File: src/rtl/jt89_wr_sched.sv
// Write scheduler in front of the jt89 PSG register port.
// Two requesters (A, B) each feed a small byte FIFO. One shared wr_n/din bus
// carries their bytes as clean pulses: wr_n is low for WR_LOW cycles, then high
// for at least WR_GAP cycles. A latch byte (bit7=1) locks the bus to its
// requester so that the following data bytes are not split by the other side.
// Ports:
//   clk, rst            clock, synchronous active-high reset
//   a_din/a_valid/a_ready  requester A byte stream (ready = FIFO not full)
//   b_din/b_valid/b_ready  requester B byte stream
//   psg_din, psg_wr_n   to jt89 din / wr_n
//   idle                both FIFOs empty and scheduler in IDLE
module jt89_wr_sched #(
   parameter int unsigned DEPTH   = 4,
   parameter int unsigned WR_LOW  = 2,
   parameter int unsigned WR_GAP  = 2,
   parameter int unsigned LOCK_TO = 64
) (
   input  logic       clk,
   input  logic       rst,
   input  logic [7:0] a_din,
   input  logic       a_valid,
   output logic       a_ready,
   input  logic [7:0] b_din,
   input  logic       b_valid,
   output logic       b_ready,
   output logic [7:0] psg_din,
   output logic       psg_wr_n,
   output logic       idle
);

   localparam int unsigned PW   = (DEPTH > 1) ? $clog2(DEPTH) : 1;
   localparam int unsigned CW   = $clog2(DEPTH + 1);
   localparam int unsigned CMAX = (WR_LOW > WR_GAP) ? WR_LOW : WR_GAP;
   localparam int unsigned CNTW = (CMAX > 1) ? $clog2(CMAX) : 1;
   localparam int unsigned TOW  = (LOCK_TO > 1) ? $clog2(LOCK_TO) : 1;

   localparam logic [1:0] S_IDLE = 2'd0;
   localparam logic [1:0] S_LOW  = 2'd1;
   localparam logic [1:0] S_GAP  = 2'd2;

   // FIFO storage, index 0 = A, 1 = B
   logic [7:0]    mem_q  [2][DEPTH];
   logic [PW-1:0] wp_q   [2];
   logic [PW-1:0] rp_q   [2];
   logic [CW-1:0] fcnt_q [2];

   logic [7:0]    din_c  [2];
   logic [7:0]    head_c [2];
   logic [1:0]    vld_c, full_c, ne_c, push_c, pop_c;

   // Scheduler state
   logic [1:0]      state_q, state_d;
   logic [CNTW-1:0] cnt_q, cnt_d;
   logic [7:0]      din_q, din_d;
   logic            wr_n_q, wr_n_d;
   logic            lock_q, lock_d;
   logic            owner_q, owner_d;
   logic            last_q, last_d;
   logic [TOW-1:0]  to_q, to_d;
   logic            sel_c, sel_vld_c, rel_c;

   assign din_c[0] = a_din;
   assign din_c[1] = b_din;
   assign vld_c    = {b_valid, a_valid};

   // FIFO status decode
   always_comb begin
      for (int r = 0; r < 2; r++) begin
         full_c[r] = (fcnt_q[r] == CW'(DEPTH));
         ne_c[r]   = (fcnt_q[r] != '0);
         push_c[r] = vld_c[r] & ~full_c[r];
         head_c[r] = mem_q[r][rp_q[r]];
      end
   end

   // FIFO storage write; contents need no reset
   always_ff @(posedge clk) begin
      for (int r = 0; r < 2; r++) begin
         if (push_c[r]) mem_q[r][wp_q[r]] <= din_c[r];
      end
   end

   // FIFO pointers and occupancy
   always_ff @(posedge clk) begin
      if (rst) begin
         for (int r = 0; r < 2; r++) begin
            wp_q[r]   <= '0;
            rp_q[r]   <= '0;
            fcnt_q[r] <= '0;
         end
      end else begin
         for (int r = 0; r < 2; r++) begin
            if (push_c[r]) wp_q[r] <= wp_q[r] + PW'(1);
            if (pop_c[r])  rp_q[r] <= rp_q[r] + PW'(1);
            case ({push_c[r], pop_c[r]})
               2'b10:   fcnt_q[r] <= fcnt_q[r] + CW'(1);
               2'b01:   fcnt_q[r] <= fcnt_q[r] - CW'(1);
               default: fcnt_q[r] <= fcnt_q[r];
            endcase
         end
      end
   end

   // Scheduler state register
   always_ff @(posedge clk) begin
      if (rst) begin
         state_q <= S_IDLE;
         cnt_q   <= '0;
         din_q   <= '0;
         wr_n_q  <= 1'b1;
         lock_q  <= 1'b0;
         owner_q <= 1'b0;
         last_q  <= 1'b1;
         to_q    <= '0;
      end else begin
         state_q <= state_d;
         cnt_q   <= cnt_d;
         din_q   <= din_d;
         wr_n_q  <= wr_n_d;
         lock_q  <= lock_d;
         owner_q <= owner_d;
         last_q  <= last_d;
         to_q    <= to_d;
      end
   end

   // Next state: arbitration, pulse timing, lock handling
   always_comb begin
      state_d   = state_q;
      cnt_d     = cnt_q;
      din_d     = din_q;
      wr_n_d    = wr_n_q;
      lock_d    = lock_q;
      owner_d   = owner_q;
      last_d    = last_q;
      to_d      = to_q;
      pop_c     = 2'b00;
      sel_c     = 1'b0;
      sel_vld_c = 1'b0;
      rel_c     = 1'b0;

      case (state_q)
         S_IDLE: begin
            if (lock_q) begin
               if (ne_c[owner_q]) begin
                  if (!head_c[owner_q][7]) begin
                     sel_vld_c = 1'b1;
                     sel_c     = owner_q;
                  end else begin
                     // a new latch from the owner ends its own lock
                     rel_c = 1'b1;
                  end
               end else if (to_q == TOW'(LOCK_TO - 1)) begin
                  lock_d = 1'b0;
                  to_d   = '0;
               end else begin
                  to_d = to_q + TOW'(1);
               end
            end
            if (!lock_q || rel_c) begin
               if (ne_c[0] && ne_c[1]) begin
                  sel_vld_c = 1'b1;
                  sel_c     = ~last_q;
               end else if (ne_c[0]) begin
                  sel_vld_c = 1'b1;
                  sel_c     = 1'b0;
               end else if (ne_c[1]) begin
                  sel_vld_c = 1'b1;
                  sel_c     = 1'b1;
               end
            end
            if (sel_vld_c) begin
               pop_c[sel_c] = 1'b1;
               din_d        = head_c[sel_c];
               wr_n_d       = 1'b0;
               cnt_d        = CNTW'(WR_LOW - 1);
               state_d      = S_LOW;
               last_d       = sel_c;
               to_d         = '0;
               lock_d       = head_c[sel_c][7] | (lock_q & ~rel_c);
               if (head_c[sel_c][7]) owner_d = sel_c;
            end
         end
         S_LOW: begin
            if (cnt_q == '0) begin
               wr_n_d  = 1'b1;
               cnt_d   = CNTW'(WR_GAP - 1);
               state_d = S_GAP;
            end else begin
               cnt_d = cnt_q - CNTW'(1);
            end
         end
         S_GAP: begin
            if (cnt_q == '0) state_d = S_IDLE;
            else             cnt_d   = cnt_q - CNTW'(1);
         end
         default: state_d = S_IDLE;
      endcase
   end

   assign a_ready  = ~full_c[0];
   assign b_ready  = ~full_c[1];
   assign psg_din  = din_q;
   assign psg_wr_n = wr_n_q;
   assign idle     = (state_q == S_IDLE) & ~ne_c[0] & ~ne_c[1];

endmodule

File: config.mk
export PLATFORM = sky130hd
export DESIGN_NAME = jt89_wr_sched
export DESIGN_NICKNAME = d
export VERILOG_FILES = /design/src/rtl/jt89_wr_sched.sv
export SDC_FILE = /design/constraint.sdc
export NUM_CORES = 1
export LEC_CHECK = 0
export CAP_MARGIN = 20
export CORE_UTILIZATION = 58
export DETAILED_ROUTE_END_ITERATION = 8
export PLACE_DENSITY = 0.79
export SETUP_SLACK_MARGIN = 0.02
export SYNTH_ARGS = -nofsm -noshare
export SYNTH_HDL_FRONTEND = slang
export SYNTH_SLANG_ARGS = --single-unit
File: constraint.sdc
create_clock -name clk -period 3.7 [get_ports clk]
set_input_delay 0.74 -clock clk [delete_from_list [all_inputs] [get_ports clk]]
set_output_delay 0.74 -clock clk [all_outputs]
set_load 0.01 [all_outputs]
==> reports/results.tsv <==
metric	value	unit
post_synth_num_cell_types	47	
maxSlewHeadroom	66.51	%
clk_root_buffer_cell	sky130_fd_sc_hd__clkbuf_8	
number_of_fill_cells	496	
final_layout_size_suffix_gt1_share	12.97	%
path_clk_slew	0.09	ns
io_buffer_count	31	
hp-class	reg -> reg	
p_leak	1.836	nW
cts_made_buffers	9	
yosys.area.top_type	sky130_fd_sc_hd__edfxtp_1	
synthesized_instance_count	333	
fin_area	5055	sq um
ant_nets	0	
start_util	60.93	%
r2r_setup_slack	0.39	ns
comb_power_share	39.1	%
synth_edf_count	78	
syn_to_final_growth	13.17	%
grt_antenna_before_repair	0	
timing.max_cap.violations	0	
reg2reg_from	rp_q[0][3]	
syn-cell-area	4467	sq um
fraction_of_the_cycle_the_final_worst_path_needs	89.39	%
synth_ff_type	sky130_fd_sc_hd__edfxtp_1	
placed_cell_area	4860	sq um
tritoncts	yes	
final_common_cell	sky130_fd_sc_hd__edfxtp_1	
critical_path.reg2reg.endpoint	fcnt_q[0][2]	
ir_worst_vdd	0.3622	mV
floorplan.die_area	8056	sq um
layout.nets	403	
dp_wirelength	5.698	mm
cts.sink_count	99	
postRouteWirelength	8.127	mm
die_width	89.76	microns
io_pins	32	
firstDrtPassIters	7	
startpoint	rp_q[0][3]	
finalSetupViolCount	0	
dr.first_iter.drc_count	182	
cp_max_fo	11	
synth.yosys.seq_area_share	61.85	%
seq_power_share	42.9	%
depth_of_the_most_critical_reg_to_reg_path	10	
ys_seq_elements	99	
pwr_density_cell	772.0	nW/um^2
antennaDiodeCount	0	
vias_per_cell	5.908	
num_rows	31	
worstSetupStartpointType	register	
gp_routability_congestion	0.8390	
route.detailed.drc	0	
final_max_slew_viol_count	0	
grt_setup_unrepaired	no	
crit_type	reg -> reg	
finalHoldViolations	0	
final_cell_mix	sky130_fd_sc_hd__edfxtp_1, sky130_fd_sc_hd__a21oi_1, sky130_fd_sc_hd__clkdlybuf4s50_1	
syn_avg_cell_area	13.41	sq um
netlist.area_leader.share	52.44	%
status	completed	
intPower	0.002491	W
wl_per_cell	17.33	microns
clock_path_buffers	2	
tightestPinTransition	0.5024	ns
coreArea	7331	sq um
grt_max_degree	21	
synthesis.yosys.warnings	0	
clock_power_share	18.0	%
async_reset_ff_share	0	%
num_vias	2771	
swShare	36.18	%
grt_use_total	22.18	%
timing.clock.skew	0.006822	ns
vias_in_the_first_global_route	2813	
post_cts_hold_buffer_count	0	
cts_resized	0	
grt_pass1_wl	13.68	mm
cts_setup_buffers	0	
worstSkewPairLatency	0.36	ns
clock.fmax	302.4	MHz
total_switching_power	0.001412	W
worst_ep_arrival_time	3.53	ns
end_kind	register	
setup.worst_path.end	fcnt_q[0][2]	
ctsHtreeMaxLevel	3	
cells_taking_the_most_area_after_synthesis	sky130_fd_sc_hd__edfxtp_1, sky130_fd_sc_hd__dfxtp_1, sky130_fd_sc_hd__mux4_2	
mappedNetlistNets	370	
cp.required	3.92	ns
die_y	89.76	microns
globalRoute.totalOverflow	0	
setup-tns-final	0	ns
clock_period_minus_final_worst_setup_slack	3.307	ns
## logic make-up (layout without fill, tap and decap cells)
kind of cell,count (synthesis),count (layout),synth area share [%]
flops,99,99,61.85
simple gates,91,91,10.67
compound gates,69,69,9.076
buf+inv,33,70,3.613
mux,21,21,9.272
fa+ha+maj,17,17,4.930
xor+xnor,3,3,0.5883
## sequential cells by signal (all words and copies together) (netlist names)
| name | count |
|---|---|
| owner_q | 1 |
| cnt_q | 1 |
| state_q | 2 |
| last_q | 1 |
| to_q | 6 |
| mem_q | 64 |
| psg_wr_n | 1 |
| lock_q | 1 |
| rp_q | 4 |
| fcnt_q | 6 |
| wp_q | 4 |
| psg_din | 8 |
## power groups by stage
stage / Combinational (W) / Sequential (W) / Clock (W)
after floorplan: 0.00119 / 0.00160 / 0
after global placement: 0.00147 / 0.00169 / 0
after detailed placement: 0.00152 / 0.00169 / 0
after CTS: 0.00153 / 0.00167 / 0.000713
after global routing: 0.00171 / 0.00171 / 0.000750
final: 0.00153 / 0.00167 / 0.000702
## worst min path at each step
| stage | start | end | slack, ns | depth (start not counted) |
|---|---|---|---|---|
| final | to_q[1] | to_q[1] | 0.50 | 2 |
| after floorplan | to_q[5] | to_q[5] | 0.44 | 1 |
| after global placement | to_q[5] | to_q[5] | 0.46 | 1 |
| after detailed placement | to_q[1] | to_q[1] | 0.48 | 2 |
| after global routing | to_q[5] | to_q[5] | 0.54 | 1 |
| after CTS | to_q[1] | to_q[1] | 0.50 | 2 |
## synthesized netlist by cell type (all sizes together) (2+ instances only)
cell and count:
dfxtp 21, and3 15, mux2 3, nor2 18
xnor2 2, buf 9, a311oi 2, mux4 16
inv 16, nand3b 3, ha 16, nor2b 2
nand4 2, o31ai 2, nor3 11, nand2b 4
o21a 3, o21ai 21, clkbuf 8, a21oi 33
edfxtp 78, nand3 7, nand2 22, mux2i 2
and3b 2, and2 2
## final cells by class
cell class | count | area (sq um) | share of cell area, %
clock buffers | 9 | 123.9 | 2.450
clock inverters | 6 | 71.32 | 1.411
inverters | 16 | 60.06 | 1.188
multi-input cells | 201 | 1543 | 30.52
flip-flops and latches | 99 | 2763 | 54.65
well taps | 99 | 123.9 | 2.450
repair buffers | 39 | 370.4 | 7.327
## per-stage QoR
stage               power [W]  hold WS (ns)  std cells  utilization (%)  setup WS, ns
floorplan            0.002783        0.4421        333                -        0.7323
global placement     0.003162        0.4589        454            66.29        0.5995
detailed placement   0.003209        0.4835        454            66.29        0.4746
CTS                  0.003910        0.4972        469            68.95        0.4291
global route         0.004166        0.5363        469            68.95        0.1625
finish               0.003903        0.4980        469            68.95        0.3926
## per-layer routing
layer	vias up	global-route usage, %	part of all wire [%]
met5	-	0	0
met2	71	35.32	49
met3	10	5.415	4.5
met1	1366	29.49	45
met4	0	9.016	1.9
li1	1324	-	-
## worst max-delay path, stage by stage, from the launching register on
cell and delay (ns):
sky130_fd_sc_hd__edfxtp_1 0.67, sky130_fd_sc_hd__mux2i_1 0.16, sky130_fd_sc_hd__a222oi_1 0.45, sky130_fd_sc_hd__o21ai_0 0.18
sky130_fd_sc_hd__nor2_1 0.26, sky130_fd_sc_hd__ha_1 0.27, sky130_fd_sc_hd__nand2_1 0.12, sky130_fd_sc_hd__fa_1 0.45
sky130_fd_sc_hd__xor2_1 0.16, sky130_fd_sc_hd__mux2_2 0.36, sky130_fd_sc_hd__nor2_1 0.09
No activity file was read; power rests on OpenSTA's default activity.
